[config.mk]
export PLATFORM = sky130hd
export DESIGN_NAME = gfm_n_div_flat
export DESIGN_NICKNAME = d
export VERILOG_FILES = /design/src/rtl/gfm_n_div_if.sv /design/src/rtl/gfm_n_div.sv /design/src/flat_wrapper.sv
export SDC_FILE = /design/constraint.sdc
export NUM_CORES = 1
export LEC_CHECK = 0
export ABC_CLOCK_PERIOD_IN_PS = 2900
export CORE_MARGIN = 3
export CORE_UTILIZATION = 45
export DETAILED_ROUTE_END_ITERATION = 8
export GPL_ROUTABILITY_DRIVEN = 0
export PLACE_DENSITY = 0.72
export SYNTH_ARGS = -nofsm -noshare
export SYNTH_HDL_FRONTEND = slang
export SYNTH_SLANG_ARGS = --single-unit
[constraint.sdc]
create_clock -name i_clk -period 2.9 [get_ports i_clk]
set_input_delay 0.29 -clock i_clk [delete_from_list [all_inputs] [get_ports i_clk]]
set_output_delay 0.29 -clock i_clk [all_outputs]
set_load 0.01 [all_outputs]
[src/rtl/gfm_n_div_if.sv]
// Request/status bundle of the glitch-free N-way clock divider.
// The master side issues channel requests; the slave side is the divider itself.
interface gfm_n_div_if #(
   parameter int SEL_W = 2
);
   logic [SEL_W-1:0] sel;
   logic             sel_req;
   logic             sel_ack;
   logic             sel_err;
   logic             busy;
   logic [SEL_W-1:0] cur_sel;
   logic             clk_out;

   modport master (
      output sel, sel_req,
      input  sel_ack, sel_err, busy, cur_sel, clk_out
   );

   modport slave (
      input  sel, sel_req,
      output sel_ack, sel_err, busy, cur_sel, clk_out
   );
endinterface

[src/rtl/gfm_n_div.sv]
// Glitch-free N-way divided-clock selector: channel k toggles every k+1 source cycles.
// Optional output gating is enabled with the GFM_GATE_EN macro (adds i_gate_en).
module gfm_n_div #(
   parameter int NUM_CH    = 4,
   parameter int SEL_W     = $clog2(NUM_CH),
   parameter int GAP_CYC   = 2,
   parameter int RESET_SEL = 0
) (
   input  logic           i_clk,
   input  logic           i_rstn,
`ifdef GFM_GATE_EN
   input  logic           i_gate_en,
`endif
   gfm_n_div_if.slave     io_if
);

   localparam int PARK_W = (GAP_CYC < 2) ? 1 : $clog2(GAP_CYC);
   localparam logic [SEL_W-1:0] RST_SEL = SEL_W'(RESET_SEL);

   typedef enum logic [1:0] {
      ST_RUN   = 2'd0,
      ST_DRAIN = 2'd1,
      ST_PARK  = 2'd2,
      ST_GATED = 2'd3
   } state_t;

   state_t            r_state;
   logic              r_clk_out;
   logic [SEL_W-1:0]  r_half_cnt;
   logic [SEL_W-1:0]  r_cur_sel;
   logic [SEL_W-1:0]  r_pend_sel;
   logic [PARK_W-1:0] r_park_cnt;
   logic              r_busy;
   logic              r_sel_ack;
   logic              r_sel_err;
   logic              r_ack_pend;

   logic              w_gate_en;
   logic              w_half_last;
   logic              w_clk_nxt;
   logic              w_sel_ok;
   logic              w_park_last;

`ifdef GFM_GATE_EN
   assign w_gate_en = i_gate_en;
`else
   assign w_gate_en = 1'b1;
`endif

   // H(k)-1 equals k, so the half-period terminal count is the channel index itself.
   assign w_half_last = (r_half_cnt == r_cur_sel);
   assign w_clk_nxt   = w_half_last ? ~r_clk_out : r_clk_out;
   assign w_sel_ok    = (32'(io_if.sel) < 32'(NUM_CH));
   assign w_park_last = ((32'(r_park_cnt) + 32'd1) >= 32'(GAP_CYC));

   // Divider, switch sequencer and registered status outputs.
   always_ff @(posedge i_clk) begin
      if (!i_rstn) begin
         r_state    <= ST_RUN;
         r_clk_out  <= 1'b0;
         r_half_cnt <= '0;
         r_cur_sel  <= RST_SEL;
         r_pend_sel <= RST_SEL;
         r_park_cnt <= '0;
         r_busy     <= 1'b0;
         r_sel_ack  <= 1'b0;
         r_sel_err  <= 1'b0;
         r_ack_pend <= 1'b0;
      end else begin
         r_sel_ack <= 1'b0;
         r_sel_err <= 1'b0;
         case (r_state)
            ST_RUN: begin
               if (w_half_last) begin
                  r_clk_out  <= ~r_clk_out;
                  r_half_cnt <= '0;
               end else begin
                  r_half_cnt <= r_half_cnt + SEL_W'(1'b1);
               end
               // A request that would land in a low phase skips DRAIN: that phase only gets longer.
               if (!w_gate_en) begin
                  r_pend_sel <= r_cur_sel;
                  r_ack_pend <= 1'b0;
                  r_busy     <= 1'b1;
                  r_park_cnt <= '0;
                  r_state    <= w_clk_nxt ? ST_DRAIN : ST_GATED;
               end else if (io_if.sel_req) begin
                  if (!w_sel_ok) begin
                     r_sel_err <= 1'b1;
                  end else if (io_if.sel == r_cur_sel) begin
                     r_sel_ack <= 1'b1;
                  end else begin
                     r_pend_sel <= io_if.sel;
                     r_ack_pend <= 1'b1;
                     r_busy     <= 1'b1;
                     r_park_cnt <= '0;
                     r_state    <= w_clk_nxt ? ST_DRAIN : ST_PARK;
                  end
               end else begin
                  r_state <= ST_RUN;
               end
            end

            ST_DRAIN: begin
               if (!r_clk_out) begin
                  r_park_cnt <= '0;
                  r_state    <= w_gate_en ? ST_PARK : ST_GATED;
               end else if (w_half_last) begin
                  r_clk_out  <= 1'b0;
                  r_half_cnt <= '0;
                  r_park_cnt <= '0;
                  r_state    <= w_gate_en ? ST_PARK : ST_GATED;
               end else begin
                  r_half_cnt <= r_half_cnt + SEL_W'(1'b1);
               end
            end

            ST_PARK: begin
               if (!w_gate_en) begin
                  r_park_cnt <= '0;
                  r_state    <= ST_GATED;
               end else if (w_park_last) begin
                  r_cur_sel  <= r_pend_sel;
                  r_half_cnt <= '0;
                  r_sel_ack  <= r_ack_pend;
                  r_ack_pend <= 1'b0;
                  r_busy     <= 1'b0;
                  r_state    <= ST_RUN;
               end else begin
                  r_park_cnt <= r_park_cnt + PARK_W'(1'b1);
               end
            end

            ST_GATED: begin
               if (w_gate_en) begin
                  r_park_cnt <= '0;
                  r_state    <= ST_PARK;
               end else begin
                  r_state    <= ST_GATED;
               end
            end

            default: begin
               r_state    <= ST_RUN;
               r_clk_out  <= 1'b0;
               r_half_cnt <= '0;
               r_busy     <= 1'b0;
            end
         endcase
      end
   end

   assign io_if.clk_out = r_clk_out;
   assign io_if.cur_sel = r_cur_sel;
   assign io_if.busy    = r_busy;
   assign io_if.sel_ack = r_sel_ack;
   assign io_if.sel_err = r_sel_err;

endmodule

[src/flat_wrapper.sv]
// flat-port wrapper written by rule: the top's interface ports become plain ports
module gfm_n_div_flat 
#(
   parameter int NUM_CH    = 4,
   parameter int SEL_W     = $clog2(NUM_CH),
   parameter int GAP_CYC   = 2,
   parameter int RESET_SEL = 0
)
  (i_clk, i_rstn, io_if_sel, io_if_sel_req, io_if_sel_ack, io_if_sel_err, io_if_busy, io_if_cur_sel, io_if_clk_out);
  gfm_n_div_if #(.SEL_W(SEL_W)) io_if_i ();
  input  logic i_clk;
  input  logic i_rstn;
  input wire logic [$bits(io_if_i.sel)-1:0] io_if_sel;
  input wire logic [$bits(io_if_i.sel_req)-1:0] io_if_sel_req;
  output wire logic [$bits(io_if_i.sel_ack)-1:0] io_if_sel_ack;
  output wire logic [$bits(io_if_i.sel_err)-1:0] io_if_sel_err;
  output wire logic [$bits(io_if_i.busy)-1:0] io_if_busy;
  output wire logic [$bits(io_if_i.cur_sel)-1:0] io_if_cur_sel;
  output wire logic [$bits(io_if_i.clk_out)-1:0] io_if_clk_out;
  assign io_if_i.sel = io_if_sel;
  assign io_if_i.sel_req = io_if_sel_req;
  assign io_if_sel_ack = io_if_i.sel_ack;
  assign io_if_sel_err = io_if_i.sel_err;
  assign io_if_busy = io_if_i.busy;
  assign io_if_cur_sel = io_if_i.cur_sel;
  assign io_if_clk_out = io_if_i.clk_out;
  gfm_n_div #(.NUM_CH(NUM_CH), .SEL_W(SEL_W), .GAP_CYC(GAP_CYC), .RESET_SEL(RESET_SEL)) u_core (.i_clk(i_clk), .i_rstn(i_rstn), .io_if(io_if_i));
endmodule
==> results by group <==
Run status
  – Status: complete, no violations

Route
  – Drt initial violations: 7
  – DR vias: 559
  – # DRC: 0
  – Avg WL per Cell: 12.9 um
  – Total Wirelength: 1.28 mm
  – DRT antenna net count: 0
  – TritonRoute pass-1 iters: 4
  – Post-DR vias/cell: 5.65

Setup path
  – CP cell instances: clkdlybuf4s50_1
  – WP data arrival: 1350 ps
  – Bufs and invs on worst path: 1
  – Crit-path max cell delay: 590 ps
  – Worst Setup Path Type: reg2out
  – Slowest-stage cell, CP: clkdlybuf4s50_1
  – CP Launch Type: flip-flop
  – CP top delay family: buffers and inverters
  – Critical path peak fanout: 7
  – CP required: 2610 ps
  – CP Capture Type: primary output

STA
  – Worst clock skew: 6.11 ps
  – Tmin final: 1640 ps
  – Setup violators final: 0
  – Fin crit share: 56.6%
  – Final hold vios: 0
  – Final Max Slew Viols: 0
  – Setup_tns: 0 ps
  – RSZ-0062 raised after global routing: no
  – Fmax: 0.609 GHz

Floorplanning
  – Die area: 2030 um^2
  – DIE HEIGHT: 45.1 um
  – Num ports: 11
  – # rows: 13
  – Core Area: 1370 um^2
  – Width of the die: 45.1 um
  – Initial core utilization: 50.4%

Cells and area
  – Finished Layout Cells: 99
  – Fin nets: 91
  – ANT cells: 0
  – Layout cells sized above 1: 9.52%
  – Synth-to-layout area growth: 18.0%

Global route
  – First-pass GRT wire length: 2.24 mm
  – Initial antenna violation count: 0
  – Vias in the first global route: 520
  – GRT overflow: 0
  – Total GRT Usage: 14.7%
  – Largest net degree at the start of global routing: 16

Clocking
  – Clock Latency Late Sink: 270 ps
  – Number of CTS-inserted buffers: 3
  – H-Tree Depth: 1
  – Deepest clock path buffer count: 2
  – Reg clk slew, reported paths: 80 ps
  – Hold-fix buffers, CTS: 0
  – Setup bufs post-CTS: 0
  – Clock root cell: clkbuf_4
  – Sink Count: 12
  – CTS tree: done
  – CTS resizes: 0

Synth
  – Top_reg_cell synth: dfxtp_1
  – Cell count after synthesis: 75
  – FF+latch count, synth: 12
  – Syn Area/Cell: 9.18 um^2
  – Top post-synthesis cells by area: dfxtp_1, mux2i_1, xnor2_1, nand2_1, nand3b_1
  – Asr flop ratio synth: 0%
  – EDFF count, synth: 0
  – Netlist cell types: 36
  – Syn. warnings: 0
  – Cell taking the most area after synthesis: dfxtp_1
  – Synth Cell Area: 688 um^2
  – Syn_nets: 81
  – Synth top area share: 34.9%
  – Register area share after synthesis: 34.9%

Hold path
  – Hold Path Class: reg2reg

Placed design
  – Port-buffer cells: 9
  – Post-placement cell count: 95
  – Dpl hpwl: 958 um

Power and ir drop
  – Pwr per Cell Area: 800 nW/um^2
  – Peak VDD IR: 454 uV
  – Leak pwr: 0.309 nW

Job
  – Max-Cap Viols: 0
## metal layers
| metal | track usage, % | part of all wire, % | vias up |
|---|---|---|---|
| li1 | - | - | 285 |
| met1 | 18.4 | 48 | 259 |
| met2 | 23.4 | 46 | 13 |
| met3 | 4.78 | 5.6 | 2 |
| met4 | 5.26 | 0.86 | 0 |
| met5 | 0 | 0 | - |
## cell families after synthesis
family                   Yosys count  share of synthesized area (%)
XOR/XNOR                           4                           5.09
multiplexers                       4                           5.82
flip-flops                        12                           34.9
buffers and inverters              6                           4.18
other                              1                          0.545
AND/OR/NAND/NOR                   30                           28.2
AO/OA/AOI/OAI                     17                           19.5
adder cells (fa/ha/maj)            1                           1.82
## path summary, 6_finish.rpt
path / slack, ps / cells after the start / endpoint / startpoint
worst max-delay path: 1260 / 1 / io_if_clk_out / u_core.io_if.clk_out
worst min-delay path: 470 / 2 / u_core.r_pend_sel[0] / u_core.r_pend_sel[0]
worst max register to register: 1320 / 6 / u_core.r_state[1] / u_core.io_if.cur_sel[1]
worst min register to register: 470 / 2 / u_core.r_pend_sel[0] / u_core.r_pend_sel[0]
## layout make-up
type,count,area (um^2)
clock buffers,4,36.3
fillers,137,554
inverters,2,7.51
multi-input cells,57,419
flip-flops and latches,12,240
well taps,15,18.8
repair buffers,9,90.1
## sequential cells by signal, summed over array words and instances (netlist names)
signal                cells
u_core.io_if.cur_sel      2
u_core.r_half_cnt         2
u_core.r_pend_sel         2
u_core.r_state            2
u_core.io_if.busy         1
u_core.io_if.clk_out      1
u_core.io_if.sel_ack      1
u_core.r_park_cnt         1
## cells in the mapped netlist (all sizes together), types with 2 or more instances
cell    number
nand2        8
nand3b       4
nand2b       4
a211oi       3
xnor2        4
inv          2
nor2b        5
a21oi        3
dfxtp       12
o21ai        2
buf          3
mux2i        4
## power by group
part	switching, W	internal (W)
sequential	0.0000637	0.000203
clock	0.0000542	0.0000763
combinational	0.000114	0.000139
total	0.000232	0.000418
## per-stage QoR
stage / power (W) / worst slack, ps / hold WS [ps] / utilization (%) / instance area (um^2)
detailed placement: 0.000527 / 1270 / 457 / 56.8 / 776
CTS: 0.000658 / 1250 / 468 / 59.4 / 812
floorplan: 0.000461 / 1410 / 419 / - / 688
global placement: 0.000527 / 1260 / 457 / 56.8 / 776
global route: 0.000705 / 1170 / 498 / 59.4 / 812
finish: 0.000650 / 1260 / 468 / 59.4 / 812
## placed cells by master (no fill, tap or decap), drive strengths merged
| master | instances |
|---|---|
| a2111o | 1 |
| a211oi | 3 |
| a21boi | 1 |
| a21oi | 3 |
| a22o | 1 |
| and2 | 1 |
| and3 | 1 |
| and3b | 1 |
| and4b | 1 |
| clkbuf | 4 |
| clkdlybuf4s50 | 9 |
| conb | 1 |
| dfxtp | 12 |
| ha | 1 |
| inv | 2 |
| mux2i | 4 |
| nand2 | 8 |
| nand2b | 4 |
| nand3 | 1 |
| nand3b | 4 |
| nor2b | 5 |
| nor3 | 1 |
| nor3b | 1 |
| nor4b | 1 |
| o211a | 1 |
| o21a | 1 |
| o21ai | 2 |
| o21bai | 1 |
| o221ai | 1 |
| o311ai | 1 |
| o31ai | 1 |
| or2 | 1 |
| xnor2 | 4 |
(Power assumes the default switching activity.)
